File: src/rtl/regfile_write_arbiter_if.sv
// Write-port bundle between the two requesters, the arbiter and the 32-entry regfile.
// The master side drives requests and observes the regfile write; the slave side is the arbiter.
interface regfile_write_arbiter_if #(
    parameter int DATA_WIDTH = 32,
    parameter int ADDR_WIDTH = 5
);
    logic                  req0_valid;
    logic [ADDR_WIDTH-1:0] req0_addr;
    logic [DATA_WIDTH-1:0] req0_data;
    logic                  req0_ready;

    logic                  req1_valid;
    logic [ADDR_WIDTH-1:0] req1_addr;
    logic [DATA_WIDTH-1:0] req1_data;
    logic                  req1_ready;

    logic [ADDR_WIDTH-1:0] write_register;
    logic [DATA_WIDTH-1:0] write_data;
    logic                  reg_write;

    modport master (
        output req0_valid, req0_addr, req0_data,
        input  req0_ready,
        output req1_valid, req1_addr, req1_data,
        input  req1_ready,
        input  write_register, write_data, reg_write
    );

    modport slave (
        input  req0_valid, req0_addr, req0_data,
        output req0_ready,
        input  req1_valid, req1_addr, req1_data,
        output req1_ready,
        output write_register, write_data, reg_write
    );
endinterface

File: src/rtl/regfile_write_arbiter.sv
// Owns the regfile write port: round-robin arbitration of two requesters, zero-fill of
// registers 1..NREG-1 after reset or on request, and suppression of writes to register 0.
module regfile_write_arbiter #(
    parameter int DATA_WIDTH     = 32,
    parameter int ADDR_WIDTH     = 5,
    parameter bit CLEAR_ON_RESET = 1'b1
) (
    input  logic                           i_clk,
    input  logic                           i_reset,
    input  logic                           i_clear_req,
    output logic                           o_busy,
    regfile_write_arbiter_if.slave         io_wr
);
    localparam logic [ADDR_WIDTH-1:0] FIRST_REG = ADDR_WIDTH'(1);
    localparam logic [ADDR_WIDTH-1:0] LAST_REG  = '1;

    typedef enum logic {
        ST_ARB   = 1'b0,
        ST_CLEAR = 1'b1
    } state_t;

    state_t                r_state,          w_state_nxt;
    logic [ADDR_WIDTH-1:0] r_clr_cnt,        w_clr_cnt_nxt;
    logic                  r_rr_ptr,         w_rr_ptr_nxt;
    logic                  r_reg_write,      w_reg_write_nxt;
    logic [ADDR_WIDTH-1:0] r_write_register, w_write_register_nxt;
    logic [DATA_WIDTH-1:0] r_write_data,     w_write_data_nxt;
    logic                  w_grant0;
    logic                  w_grant1;

    // The output registers double as the pending-write register: they are loaded with
    // whatever the port must present in the following cycle.
    always_comb begin
        // NOTE: every signal gets a default before the case so no path leaves it unassigned and no latch is inferred.
        w_state_nxt          = r_state;
        w_clr_cnt_nxt        = r_clr_cnt;
        w_rr_ptr_nxt         = r_rr_ptr;
        w_reg_write_nxt      = 1'b0;
        w_write_register_nxt = r_write_register;
        w_write_data_nxt     = r_write_data;
        w_grant0             = 1'b0;
        w_grant1             = 1'b0;

        unique case (r_state)
            ST_CLEAR: begin
                if (r_clr_cnt == LAST_REG) begin
                    w_state_nxt = ST_ARB;
                end else begin
                    w_clr_cnt_nxt        = r_clr_cnt + 1'b1;
                    w_reg_write_nxt      = 1'b1;
                    w_write_register_nxt = r_clr_cnt + 1'b1;
                    w_write_data_nxt     = '0;
                end
            end
            ST_ARB: begin
                if (i_clear_req) begin
                    w_state_nxt          = ST_CLEAR;
                    w_clr_cnt_nxt        = FIRST_REG;
                    w_reg_write_nxt      = 1'b1;
                    w_write_register_nxt = FIRST_REG;
                    w_write_data_nxt     = '0;
                end else begin
                    w_grant0 = io_wr.req0_valid && (!io_wr.req1_valid || !r_rr_ptr);
                    w_grant1 = io_wr.req1_valid && (!io_wr.req0_valid ||  r_rr_ptr);
                    if (w_grant0) begin
                        w_rr_ptr_nxt         = 1'b1;
                        w_reg_write_nxt      = (io_wr.req0_addr != '0);
                        w_write_register_nxt = io_wr.req0_addr;
                        w_write_data_nxt     = io_wr.req0_data;
                    end else if (w_grant1) begin
                        w_rr_ptr_nxt         = 1'b0;
                        w_reg_write_nxt      = (io_wr.req1_addr != '0);
                        w_write_register_nxt = io_wr.req1_addr;
                        w_write_data_nxt     = io_wr.req1_data;
                    end
                end
            end
            default: ;
        endcase
    end

    // With CLEAR_ON_RESET the first post-reset cycle already drives the clear of register 1.
    always_ff @(posedge i_clk) begin
        // NOTE: state registers use non-blocking assignments so every flop samples pre-edge values.
        if (i_reset) begin
            r_state          <= CLEAR_ON_RESET ? ST_CLEAR : ST_ARB;
            r_clr_cnt        <= FIRST_REG;
            r_rr_ptr         <= 1'b0;
            r_reg_write      <= CLEAR_ON_RESET;
            r_write_register <= CLEAR_ON_RESET ? FIRST_REG : '0;
            r_write_data     <= '0;
        end else begin
            r_state          <= w_state_nxt;
            r_clr_cnt        <= w_clr_cnt_nxt;
            r_rr_ptr         <= w_rr_ptr_nxt;
            r_reg_write      <= w_reg_write_nxt;
            r_write_register <= w_write_register_nxt;
            r_write_data     <= w_write_data_nxt;
        end
    end

    assign io_wr.req0_ready     = w_grant0;
    assign io_wr.req1_ready     = w_grant1;
    assign io_wr.reg_write      = r_reg_write;
    assign io_wr.write_register = r_write_register;
    assign io_wr.write_data     = r_write_data;
    assign o_busy               = (r_state == ST_CLEAR);
endmodule

File: src/flat_wrapper.sv
// flat-port wrapper written by rule: the top's interface ports become plain ports
module regfile_write_arbiter_flat 
#(
    parameter int DATA_WIDTH     = 32,
    parameter int ADDR_WIDTH     = 5,
    parameter bit CLEAR_ON_RESET = 1'b1
)
  (i_clk, i_reset, i_clear_req, o_busy, io_wr_req0_valid, io_wr_req0_addr, io_wr_req0_data, io_wr_req0_ready, io_wr_req1_valid, io_wr_req1_addr, io_wr_req1_data, io_wr_req1_ready, io_wr_write_register, io_wr_write_data, io_wr_reg_write);
  regfile_write_arbiter_if #(.DATA_WIDTH(DATA_WIDTH), .ADDR_WIDTH(ADDR_WIDTH)) io_wr_i ();
  input  logic i_clk;
  input  logic i_reset;
  input  logic i_clear_req;
  output logic o_busy;
  input wire logic [$bits(io_wr_i.req0_valid)-1:0] io_wr_req0_valid;
  input wire logic [$bits(io_wr_i.req0_addr)-1:0] io_wr_req0_addr;
  input wire logic [$bits(io_wr_i.req0_data)-1:0] io_wr_req0_data;
  output wire logic [$bits(io_wr_i.req0_ready)-1:0] io_wr_req0_ready;
  input wire logic [$bits(io_wr_i.req1_valid)-1:0] io_wr_req1_valid;
  input wire logic [$bits(io_wr_i.req1_addr)-1:0] io_wr_req1_addr;
  input wire logic [$bits(io_wr_i.req1_data)-1:0] io_wr_req1_data;
  output wire logic [$bits(io_wr_i.req1_ready)-1:0] io_wr_req1_ready;
  output wire logic [$bits(io_wr_i.write_register)-1:0] io_wr_write_register;
  output wire logic [$bits(io_wr_i.write_data)-1:0] io_wr_write_data;
  output wire logic [$bits(io_wr_i.reg_write)-1:0] io_wr_reg_write;
  assign io_wr_i.req0_valid = io_wr_req0_valid;
  assign io_wr_i.req0_addr = io_wr_req0_addr;
  assign io_wr_i.req0_data = io_wr_req0_data;
  assign io_wr_req0_ready = io_wr_i.req0_ready;
  assign io_wr_i.req1_valid = io_wr_req1_valid;
  assign io_wr_i.req1_addr = io_wr_req1_addr;
  assign io_wr_i.req1_data = io_wr_req1_data;
  assign io_wr_req1_ready = io_wr_i.req1_ready;
  assign io_wr_write_register = io_wr_i.write_register;
  assign io_wr_write_data = io_wr_i.write_data;
  assign io_wr_reg_write = io_wr_i.reg_write;
  regfile_write_arbiter #(.DATA_WIDTH(DATA_WIDTH), .ADDR_WIDTH(ADDR_WIDTH), .CLEAR_ON_RESET(CLEAR_ON_RESET)) u_core (.i_clk(i_clk), .i_reset(i_reset), .i_clear_req(i_clear_req), .o_busy(o_busy), .io_wr(io_wr_i));
endmodule
File: config.mk
export PLATFORM = sky130hd
export DESIGN_NAME = regfile_write_arbiter_flat
export DESIGN_NICKNAME = d
export VERILOG_FILES = /design/src/rtl/regfile_write_arbiter_if.sv /design/src/rtl/regfile_write_arbiter.sv /design/src/flat_wrapper.sv
export SDC_FILE = /design/constraint.sdc
export NUM_CORES = 1
export LEC_CHECK = 0
export BUFFER_PORTS_ARGS = -buffer_cell sky130_fd_sc_hd__buf_2
export CORE_MARGIN = 2
export CORE_UTILIZATION = 40
export CTS_CLUSTER_SIZE = 12
export DETAILED_ROUTE_END_ITERATION = 8
export PLACE_DENSITY = 0.72
export SYNTH_ARGS = -nofsm -noshare
export SYNTH_HDL_FRONTEND = slang
export SYNTH_SLANG_ARGS = --single-unit
File: constraint.sdc
create_clock -name i_clk -period 5.3 [get_ports i_clk]
set_input_delay 0.265 -clock i_clk [delete_from_list [all_inputs] [get_ports i_clk]]
set_output_delay 0.265 -clock i_clk [all_outputs]
set_load 0.02 [all_outputs]
==> Word-level counts from Yosys, hierarchy flattened <==
Index checks and enable logic that the tools add are counted.
W data, S select, Z words.
{ "totals": {"inputBits": 79, "regBits": 45, "output_inout_bits": 41, "wordCells": 51} }
{ "op_classes": {"eq_ne": 4, "addsub": 1, "n_reduce_logical": 13, "n_mux": 25, "bitwise": 2} }
{ "op_table": {"columns": ["cell", "n"], "rows": [
  ["$mux W32", 4],
  ["$pmux W32 S2", 1],
  ["$mux W5", 5],
  ["$pmux W5 S2", 2],
  ["$mux W1", 11],
  ["$reduce_bool A5 Y1", 2],
  ["$add A5 B1 Y5 const B", 1],
  ["$eq A5 B5 Y1 const B", 1],
  ["$ne A2 B2 Y1 const B", 2],
  ["$ne A4 B2 Y1 const B", 1],
  ["$pmux W1 S2", 2],
  ["$reduce_and A2 Y1", 2],
  ["$logic_not A1 Y1", 3],
  ["$reduce_and A3 Y1", 1],
  ["$logic_and A1 B1 Y1", 2],
  ["$logic_or A1 B1 Y1", 2],
  ["$not A1 Y1", 2],
  ["$reduce_bool A2 Y1", 1]
]} }

==> Logic depth before layout (Yosys ltp) <==
Gate-level depths: netlist of run 1.
{ "depth": {"depth_word": 7, "mapped_depth": 8, "ltp_nobuf": 7} }

==> Worst setup path after synthesis of run 1 <==
Ideal clock, no wire load.
{ "synth_timing": {"path_type": "register -> register", "startpoint": "reg u_core.r_clr_cnt[0]", "endpoint": "reg u_core.r_write_data[18], in the netlist u_core.io_wr.write_data[18]", "stages_incl_launch_ff": 9, "period_less_slack_ns": 1.722, "setup_time_ns": 0.128, "arrival_ns": 1.594, "n_path_buf": 1, "required_ns": 5.172, "path_slack_ns": 3.578, "cell_sequence": "dfxtp_1 ha_1 and3_1 ha_1 nand2_1 o31ai_4 buf_2 a2bb2oi_1 nor2_1"} }
{ "synth_between": {"elab_chain_len": 3} }
{ "synth_lines": {"columns": ["element", "line", "source"], "rows": [
  ["start: declaration", "regfile_write_arbiter.sv:23", "logic [ADDR_WIDTH-1:0] r_clr_cnt, w_clr_cnt_nxt;"],
  ["start signal: assignment", "regfile_write_arbiter.sv:94", "r_clr_cnt <= w_clr_cnt_nxt;"],
  ["$eq A5 B5 Y1", "regfile_write_arbiter.sv:46", "if (r_clr_cnt == LAST_REG) begin"],
  ["$ne A2 B2 Y1 (no source line)", null, null],
  ["$reduce_and A2 Y1 (no source line)", null, null],
  ["end signal: assignment", "regfile_write_arbiter.sv:98", "r_write_data <= w_write_data_nxt;"],
  ["end: declaration", "regfile_write_arbiter.sv:27", "logic [DATA_WIDTH-1:0] r_write_data, w_write_data_nxt;"]
]} }
No other way between the ends.
A chain may end at the register's enable or synchronous reset.

==> Worst setup path in the final report of run 1 <==
{ "layout_timing": {"startpoint": "reg u_core.r_rr_ptr", "endpoint": "reg u_core.r_write_register[4], in the netlist u_core.io_wr.write_register[4]"} }
{ "layout_between": {"elab_chain_len": 6, "elab_cells_between_ends": 10, "classes_between": "1 x eq/ne; 3 x mux; 6 x reduce/logical"} }
{ "layout_lines": {"columns": ["element", "line", "source"], "rows": [
  ["start: declaration", "regfile_write_arbiter.sv:24", "logic r_rr_ptr, w_rr_ptr_nxt;"],
  ["start signal: assignment", "regfile_write_arbiter.sv:95", "r_rr_ptr <= w_rr_ptr_nxt;"],
  ["$logic_not A1 Y1", "regfile_write_arbiter.sv:63", "w_grant0 = io_wr.req0_valid && (!io_wr.req1_valid || !r_rr_ptr);"],
  ["$logic_or A1 B1 Y1", "regfile_write_arbiter.sv:63", null],
  ["$logic_and A1 B1 Y1", "regfile_write_arbiter.sv:63", null],
  ["$mux W5", "regfile_write_arbiter.sv:65", "if (w_grant0) begin"],
  ["$mux W5", "regfile_write_arbiter.sv:56", "if (i_clear_req) begin"],
  ["$pmux W5 S2", "regfile_write_arbiter.sv:44", "unique case (r_state)"],
  ["end signal: assignment", "regfile_write_arbiter.sv:90", "r_write_register <= CLEAR_ON_RESET ? FIRST_REG : '0;"],
  ["end signal: assignment", "regfile_write_arbiter.sv:97", "r_write_register <= w_write_register_nxt;"],
  ["end: declaration", "regfile_write_arbiter.sv:26", "logic [ADDR_WIDTH-1:0] r_write_register, w_write_register_nxt;"]
]} }
Several ways; a longest one is shown, not always the timed one.

==> results.py, run 1 <==
metrics = {
    "pwr": {
        "p_total_uw": 644.8,
        "powerDensity_mw_per_mm2": 224.9,
        "p_leak_nw": 1.508,
        "irDropWorstVdd_v": 0.0001159,
    },
    "critical_path": {
        "path_max_fanout": 20,
        "cp-start-kind": "register",
        "critPathMaxStageDelay_ns": 0.63,
        "crit_chain": "a21boi_4, buf_4, mux2_2, a221oi_1, nor3_1",
        "regToRegSetupSlack_ns": 2.98,
        "rr_worst_depth": 5,
        "r2r-end": "u_core.io_wr.write_register[4]",
        "critPathRequiredTime_ns": 5.44,
        "critPathKind": "register to register",
        "critPathBufInv": 1,
        "r2r_start": "u_core.r_rr_ptr",
        "slowest_stage": "a21boi_4",
        "path_delay_family": "compound AO/OA/AOI/OAI gates",
        "critPathCaptureType": "register",
        "crit_arrival_ns": 2.46,
        "crit_cells": 5,
    },
    "route": {
        "met3_length_um": 345,
        "vias_per_cell": 5.097,
        "num_vias": 2054,
        "drtIter0Drc": 98,
        "wl_per_cell_um": 12.77,
        "wl_met1_um": 2214,
        "top_layer": "met4",
        "firstDrtPassIters": 4,
        "routed_wl_um": 5148,
        "drtAntennaViolNets": 0,
        "dr_wl_met2_um": 2554,
        "drc": 0,
    },
    "placed_design": {
        "dpl-instance-area_mm2": 0.002785,
        "io_buffers": 119,
        "dp.cells": 395,
        "globalplace.congestion": 0.7413,
        "dpl_worst_slack_ns": 2.853,
        "dp_hpwl_um": 3638,
    },
    "finish": {
        "final_cell_mix": "buf_2, dfxtp_1, nor2_1",
        "stdcell_count": 403,
        "final_common_cell": "buf_2",
        "fin_area_mm2": 0.002868,
        "syn_to_final_growth_pct": 31.35,
        "antenna_cells": 0,
        "n_fill_cell": 484,
        "nets": 413,
        "final_util_pct": 55.44,
        "drive_above_1_share_pct": 41.44,
    },
    "sta": {
        "hold_viol": 0,
        "finalSetupViolCount": 0,
        "max_freq_mhz": 431.9,
        "whs_ns": 0.3390,
        "fin_ws_ns": 2.985,
        "totalNegativeSetupSlack_ns": 0,
        "worst_pin_slew_ns": 0.8091,
        "drv_slew": 0,
        "maxSlewHeadroom_pct": 46.06,
        "grt_setup_unrepaired": "no",
        "worst_clock_skew_ns": 0.006245,
        "finalCriticalPeriod_ns": 2.315,
        "finalCritPeriodShare_pct": 43.69,
    },
    "floorplan": {
        "core_mm2": 0.005172,
        "start_util_pct": 42.21,
        "die_y_um": 77.88,
        "rows": 26,
        "fp.dieW_um": 77.88,
        "ios": 120,
        "dieArea_mm2": 0.006065,
    },
    "clock_tree": {
        "cts_sinks": 45,
        "hold_buffers": 0,
        "cts_tree": "built",
        "cts_post_setup_buffers_inserted": 0,
        "clk_path_buf_depth": 2,
        "cts_made_buffers": 5,
        "h-tree-depth": 2,
        "cts-resized-gates": 0,
        "cts-root-buf": "clkbuf_8",
        "clock_latency_ns": 0.29,
        "clk_pin_slew_ns": 0.08,
    },
    "synth": {
        "yosysUniqueCellTypes": 39,
        "synth_top_family_by_area": "compound AO/OA/AOI/OAI gates",
        "synthXorXnorAreaFrac_pct": 0.4011,
        "synth_compound_area_share_pct": 21.32,
        "synth_area_per_cell_um2": 9.970,
        "yosys.area_share.simple_pct": 11.98,
        "synthArstFlopShare_pct": 0,
        "synthesis.area_mm2": 0.002183,
        "synthMuxAreaShare_pct": 18.45,
        "synth-seq-cells": 45,
        "synth_cells": 219,
        "yosysWarnings": 0,
        "synth_fa_ha_area_share_pct": 1.146,
        "ys_seq_area_share_pct": 41.26,
        "synth_ff_type": "dfxtp_1",
        "synth.net_count": 300,
        "synth_edf_count": 0,
    },
    "global_routing": {
        "grt_pass1_vias": 1842,
        "antenna_found_initial": 0,
        "grt_util_all_layers_pct": 16.56,
        "grt_max_degree": 46,
        "grt_pass1_wl_um": 8217,
        "grt_overflow": 0,
    },
    "min_path": {
        "min-delay-start": "io_wr_req1_data[8]",
        "holdPathStages": 4,
        "min_path_type": "input pin to register",
        "min_to": "u_core.io_wr.write_data[8]",
    },
    "flow_run": {
        "drv_cap": 0,
    },
    "outcome": {
        "status": "complete, no violations",
    },
}
[routing by layer]
| metal | GRT usage [%] | up-vias |
|---|---|---|
| met5 | 0 | - |
| met3 | 4.419 | 4 |
| met4 | 3.750 | 0 |
| li1 | - | 1029 |
| met1 | 19.11 | 937 |
| met2 | 30.26 | 84 |
[flip-flops by register name, summed over array words and instances, names as in the netlist]
signal	cells
u_core.io_wr.write_data	32
u_core.io_wr.write_register	5
u_core.r_rr_ptr	1
u_core.io_wr.reg_write	1
u_core.r_clr_cnt	5
u_core.o_busy	1
[logic make-up (layout without fill, tap and decap cells)]
family	count (synthesis)	count (layout)
XOR/XNOR	1	1
AND/OR/NAND/NOR	60	60
buffers and inverters	19	133
flip-flops	45	45
AO/OA/AOI/OAI	53	53
multiplexers	39	39
adder cells (fa/ha/maj)	2	2
[worst max-delay path by stage]
stage	from	end	slack, ns
CTS	u_core.r_rr_ptr	u_core.io_wr.write_register[4]	2.95
detailed placement	io_wr_req0_valid	u_core.io_wr.write_register[4]	2.85
global placement	io_wr_req0_valid	u_core.io_wr.write_register[4]	2.90
floorplan	u_core.r_clr_cnt[0]	u_core.io_wr.write_data[18]	3.58
global route	u_core.r_rr_ptr	u_core.io_wr.write_register[4]	2.79
finish	u_core.r_rr_ptr	u_core.io_wr.write_register[4]	2.98
[power breakdown]
part	internal [mW]	total, mW	switching (mW)	leakage, nW
combinational	0.0566	0.0971	0.0406	1.10
clock	0.0915	0.200	0.108	0.0450
sequential	0.343	0.348	0.00441	0.364
total	0.491	0.645	0.153	1.51
[synthesized netlist by cell type (3+ instances only)]
cell / n / area [µm²]
dfxtp_1: 45 / 900.9
nand2_1: 3 / 11.26
buf_8: 3 / 45.04
a22oi_1: 3 / 22.52
nand3_1: 3 / 15.01
inv_1: 3 / 11.26
nor2_1: 41 / 153.9
nor3_1: 3 / 15.01
a2bb2oi_1: 32 / 280.3
mux2i_1: 35 / 350.3
buf_2: 5 / 25.02
clkbuf_1: 6 / 22.52
[cell type report]
| class | count | area (µm²) | share of cell area (%) |
|---|---|---|---|
| inverter | 3 | 11.26 | 0.3927 |
| sequential | 45 | 900.9 | 31.41 |
| clock inverter | 2 | 10.01 | 0.3490 |
| clock buffer | 6 | 72.57 | 2.531 |
| multi-input combinational | 155 | 1167 | 40.71 |
| timing repair buffer | 122 | 618.1 | 21.55 |
| tap | 70 | 87.58 | 3.054 |
[worst register-to-register path: cells and delay by family (launching register included)]
kind	cells	cell delay (ns)
AOI/OAI and AO/OA	2	0.89
buffers and inverters	1	0.47
muxes	1	0.38
DFF	1	0.35
and+or+nand+nor	1	0.08
Power figures use the tool's default switching activity.
==> run 2: changes to the inputs <==
- PLACE_DENSITY: 0.72 -> 0.75
- clock period: 5.3 -> 2.1 ns (I/O delays scaled with it)
==> run 2 against run 1 <==
  * Power rose to 2.8 times the previous value
  * Sequential power rose to 2.5 times the previous value
  * Design area up 3.7%
  * Wire length up 0.25%
  * Die area unchanged
  * First-iteration DRC count down 34%
  * Critical path depth up 3
  * Hold slack worse by 0.16 ns
  * Maximum frequency up 19%
  * Count of clock-buffer cells in the layout up 1
  * Flip-flop and latch count unchanged
  * Register-to-register slack worse by 2.8 ns
  * Critical path type unchanged
  * Critical endpoint unchanged
  * Largest cell class unchanged
==> results.py, run 2 (synthesis results as in run 1) <==
metrics = {
    "outcome": {
        "status": "complete, no violations",
    },
    "sta": {
        "max_freq_mhz": 513.5,
        "worst_pin_slew_ns": 0.7824,
        "fin_ws_ns": 0.1526,
        "totalNegativeSetupSlack_ns": 0,
        "drv_slew": 0,
        "maxSlewHeadroom_pct": 47.84,
        "worst_clock_skew_ns": 0.003036,
        "whs_ns": 0.1837,
        "finalCriticalPeriod_ns": 1.947,
        "finalCritPeriodShare_pct": 92.73,
        "grt_setup_unrepaired": "no",
        "hold_viol": 0,
        "finalSetupViolCount": 0,
    },
    "global_routing": {
        "grt_overflow": 0,
        "grt_pass1_wl_um": 8397,
        "busiest_layer": "met2",
        "use_met3_pct": 3.256,
        "grt_pass1_vias": 1944,
        "met2_usage_pct": 31.29,
        "antenna_found_initial": 0,
        "grt_max_degree": 46,
        "grt_util_all_layers_pct": 16.83,
        "grtUsageMet1_pct": 19.18,
    },
    "finish": {
        "largest_reg_flops": 32,
        "final_cell_mix": "buf_2, dfxtp_1, nor2_1",
        "drive_above_1_share_pct": 42.82,
        "final_common_cell": "buf_2",
        "syn_to_final_growth_pct": 36.22,
        "antenna_cells": 0,
        "nets": 421,
        "stdcell_count": 411,
    },
    "floorplan": {
        "rows": 26,
        "dieArea_mm2": 0.006065,
        "ios": 120,
        "core_mm2": 0.005172,
        "fp.dieW_um": 77.88,
        "start_util_pct": 42.21,
        "die_y_um": 77.88,
    },
    "pwr": {
        "p_leak_nw": 1.564,
        "p_total_mw": 1.778,
        "powerDensity_mw_per_mm2": 597.7,
        "irDropWorstVdd_v": 0.0003563,
    },
    "clock_tree": {
        "h-tree-depth": 2,
        "cts_sinks": 45,
        "cts_made_buffers": 5,
        "cts_tree": "built",
        "cts-root-buf": "clkbuf_8",
        "clock_latency_ns": 0.28,
        "hold_buffers": 0,
        "cts-resized-gates": 0,
        "clk_path_buf_depth": 2,
        "clk_pin_slew_ns": 0.08,
    },
    "critical_path": {
        "rr_worst_depth": 8,
        "path_max_fanout": 7,
        "r2r-end": "u_core.io_wr.write_register[4]",
        "critPathKind": "register to register",
        "crit_arrival_ns": 2.09,
        "r2r_start": "u_core.r_clr_cnt[0]",
        "cp-start-kind": "register",
        "critPathCaptureType": "register",
        "crit_start": "u_core.r_clr_cnt[0]",
        "critPathRequiredTime_ns": 2.24,
        "regToRegSetupSlack_ns": 0.15,
    },
    "placed_design": {
        "globalplace.congestion": 0.7812,
        "dp_hpwl_um": 3920,
        "io_buffers": 119,
        "dp.cells": 400,
        "dpl_worst_slack_ns": 0.1012,
    },
    "route": {
        "drc": 0,
        "drtAntennaViolNets": 0,
        "firstDrtPassIters": 4,
        "wl_per_cell_um": 12.56,
        "routed_wl_um": 5161,
        "vias_per_cell": 5.044,
        "num_vias": 2073,
        "drtIter0Drc": 65,
    },
    "min_path": {
        "min-delay-start": "io_wr_req1_data[14]",
        "holdPathStages": 4,
        "min_path_type": "input pin to register",
        "min_to": "u_core.io_wr.write_data[14]",
    },
    "flow_run": {
        "drv_cap": 0,
    },
}
## run 2: power breakdown
| part | internal [mW] | leakage [nW] | switching [mW] | total (mW) |
|---|---|---|---|---|
| clock | 0.388 | 0.0585 | 0.263 | 0.651 |
| sequential | 0.867 | 0.364 | 0.0112 | 0.878 |
| combinational | 0.145 | 1.14 | 0.104 | 0.249 |
| total | 1.40 | 1.56 | 0.378 | 1.78 |
## run 2: worst max-delay path, stage by stage (launching register included)
cell      delay [ns]
dfxtp_1         0.35
ha_1            0.26
and3_1          0.20
ha_1            0.22
nand2_1         0.16
o31ai_4         0.15
buf_4           0.18
a221oi_1        0.20
nor3_1          0.08
## run 2: timing repair
item / in CTS / in global routing
setup buffers: 0 / 3
setup endpoints to repair: 0 / 15
hold endpoints to repair: 0 / 0
## run 2: metal layers
layer  up-vias  share of wire, %
li1       1042                 -
met1       957                42
met2        65                51
met3         9               5.1
met4         0               1.6
met5         -                 0
## run 2: worst max path at each step
stage                                                 to  slack, ns  depth (start not counted)
after floorplan              u_core.io_wr.write_data[18]       0.38                          8
after global placement       u_core.io_wr.write_data[30]       0.17                          8
after detailed placement      u_core.io_wr.write_data[8]       0.10                          8
after CTS                     u_core.io_wr.write_data[8]       0.09                          8
after global routing         u_core.io_wr.write_data[18]       0.06                          8
final                     u_core.io_wr.write_register[4]       0.15                          8
## run 2: final cells by class
class	instances	area, µm²
fill	500	2198
multi-input combinational	155	1167
sequential	45	900.9
timing repair buffer	130	690.7
tap	70	87.58
clock buffer	7	86.33
clock inverter	1	30.03
inverter	3	11.26
## run 2: through the flow
step | utilization [%] | instance area (µm²)
6_report | 57.50 | 2974
2_1_floorplan | - | 2183
3_5_place_dp | 54.81 | 2835
4_1_cts | 57.06 | 2952
3_3_place_gp | 54.81 | 2835
5_1_grt | 57.50 | 2974
==> run 3: changes to the inputs <==
- CAP_MARGIN: unset -> 20
- GPL_TIMING_DRIVEN: unset -> 0
==> run 3 against run 2 <==
  * Wire length is 6.4% higher
  * Critical path depth unchanged
  * Flip-flop and latch count is the same
==> results.py, run 3 (synthesis results as in run 1) <==
metrics = {
    "route": {
        "drtIter0Drc": 52,
        "num_vias": 2061,
        "top_layer": "met4",
        "drc": 0,
        "drtAntennaViolNets": 0,
        "met3_length_um": 313,
        "routed_wl_um": 5491,
        "wl_met1_um": 2368,
        "firstDrtPassIters": 4,
        "wl_per_cell_um": 13.26,
        "dr_wl_met2_um": 2753,
        "vias_per_cell": 4.978,
    },
    "pwr": {
        "swShare_pct": 22.49,
        "p_int_mw": 1.365,
        "irDropWorstVdd_v": 0.0003057,
        "p_total_mw": 1.761,
        "powerDensity_mw_per_mm2": 593.3,
        "seqPwrFrac_pct": 49.9,
        "power_frac_clock_pct": 35.3,
        "power.switching_uw": 396.0,
        "p_leak_nw": 1.557,
        "power_frac_comb_pct": 14.8,
    },
    "clock_tree": {
        "h-tree-depth": 2,
        "clock_latency_ns": 0.29,
        "cts_made_buffers": 5,
        "cts-resized-gates": 0,
        "hold_buffers": 0,
        "cts_sinks": 45,
        "clk_path_buf_depth": 2,
        "cts_post_setup_buffers_inserted": 0,
        "cts_tree": "built",
        "clk_pin_slew_ns": 0.08,
        "cts-root-buf": "clkbuf_8",
    },
    "sta": {
        "hold_viol": 0,
        "fin_ws_ns": 0.1971,
        "drv_slew": 0,
        "finalCritPeriodShare_pct": 90.62,
        "max_freq_mhz": 525.5,
        "totalNegativeSetupSlack_ns": 0,
        "finalSetupViolCount": 0,
        "worst_pin_slew_ns": 0.5070,
        "finalCriticalPeriod_ns": 1.903,
        "worst_clock_skew_ns": 0.006680,
        "grt_setup_unrepaired": "no",
        "maxSlewHeadroom_pct": 66.20,
    },
    "finish": {
        "antenna_cells": 0,
        "stdcell_count": 414,
        "largest_reg_flops": 32,
        "final_cell_mix": "buf_2, dfxtp_1, nor2_1",
        "drive_above_1_share_pct": 41.57,
        "syn_to_final_growth_pct": 35.93,
        "nets": 425,
        "seq_area_um2": 900.9,
        "multi_input_area_mm2": 0.001166,
        "final_common_cell": "buf_2",
        "n_fill_cell": 478,
    },
    "critical_path": {
        "critPathRequiredTime_ns": 2.26,
        "critPathKind": "register to register",
        "cp-start-kind": "register",
        "critPathCaptureType": "register",
        "crit_arrival_ns": 2.06,
        "path_max_fanout": 10,
    },
    "placed_design": {
        "dpl_worst_slack_ns": 0.1509,
        "io_buffers": 118,
        "dp_hpwl_um": 4180,
        "dp.cells": 407,
        "globalplace.congestion": 0.7746,
    },
    "floorplan": {
        "ios": 120,
        "dieArea_mm2": 0.006065,
        "die_y_um": 77.88,
        "rows": 26,
        "start_util_pct": 42.21,
        "fp.dieW_um": 77.88,
        "core_mm2": 0.005172,
    },
    "min_path": {
        "min_path_type": "input pin to register",
    },
    "global_routing": {
        "grt_max_degree": 14,
        "grt_overflow": 0,
        "grt_util_all_layers_pct": 18.44,
        "grt_pass1_vias": 1936,
        "grt_pass1_wl_um": 8887,
        "antenna_found_initial": 0,
    },
    "flow_run": {
        "drv_cap": 0,
    },
    "outcome": {
        "status": "complete, no violations",
    },
}
## run 3: changes by cell type in the layout (fill, tap and decap cells not counted), sizes merged
cell    delta
buf        -2
clkinv     +1
clkbuf     +4
## run 3: worst paths after layout
| kind | from | endpoint | slack (ns) | cells after the start |
|---|---|---|---|---|
| min reg2reg | u_core.io_wr.write_register[0] | u_core.io_wr.write_register[0] | 0.48 | 1 |
| max reg2reg | u_core.r_clr_cnt[0] | u_core.io_wr.write_data[21] | 0.20 | 8 |
| min | io_wr_req1_data[14] | u_core.io_wr.write_data[14] | 0.17 | 4 |
| max | u_core.r_clr_cnt[0] | u_core.io_wr.write_data[21] | 0.20 | 8 |
## run 3: metal layers
metal	global-route usage, %	vias to the layer above
li1	-	1049
met1	22.17	942
met2	32.59	64
met3	4.535	6
met4	4.821	0
met5	0	-
## run 3: stage by stage
| stage | instance area (µm²) | hold WS (ns) | util, % |
|---|---|---|---|
| 6_report | 2968 | 0.1746 | 57.38 |
| 5_1_grt | 2968 | 0.1739 | 57.38 |
| 4_1_cts | 2965 | 0.1678 | 57.33 |
| 3_5_place_dp | 2861 | 0.4627 | 55.32 |
| 3_3_place_gp | 2861 | 0.4485 | 55.32 |
| 2_1_floorplan | 2183 | 0.3289 | - |
## run 3: power by group through the flow
stage / sequential (mW) / combinational (mW) / clock (mW)
finish: 0.878 / 0.260 / 0.622
global route: 0.880 / 0.283 / 0.686
global placement: 0.897 / 0.257 / 0
CTS: 0.878 / 0.263 / 0.649
floorplan: 0.905 / 0.148 / 0
detailed placement: 0.898 / 0.261 / 0
## run 3: critical path: stages (launching register included)
cell       delay [ns]
dfxtp_1          0.35
ha_1             0.27
and3_1           0.20
ha_1             0.22
nand2_2          0.13
o31ai_4          0.14
buf_2            0.21
a2bb2oi_1        0.18
nor2_1           0.06
## run 3: area by class of cell
cell class	instances	share of cell area [%]
Inverter	3	0.3794
Tap cell	70	2.951
Clock buffer	5	2.319
Clock inverter	2	1.180
Timing Repair Buffer	118	19.90
Sequential cell	45	30.35
Multi-Input combinational cell	155	39.29
Buffer	16	3.626
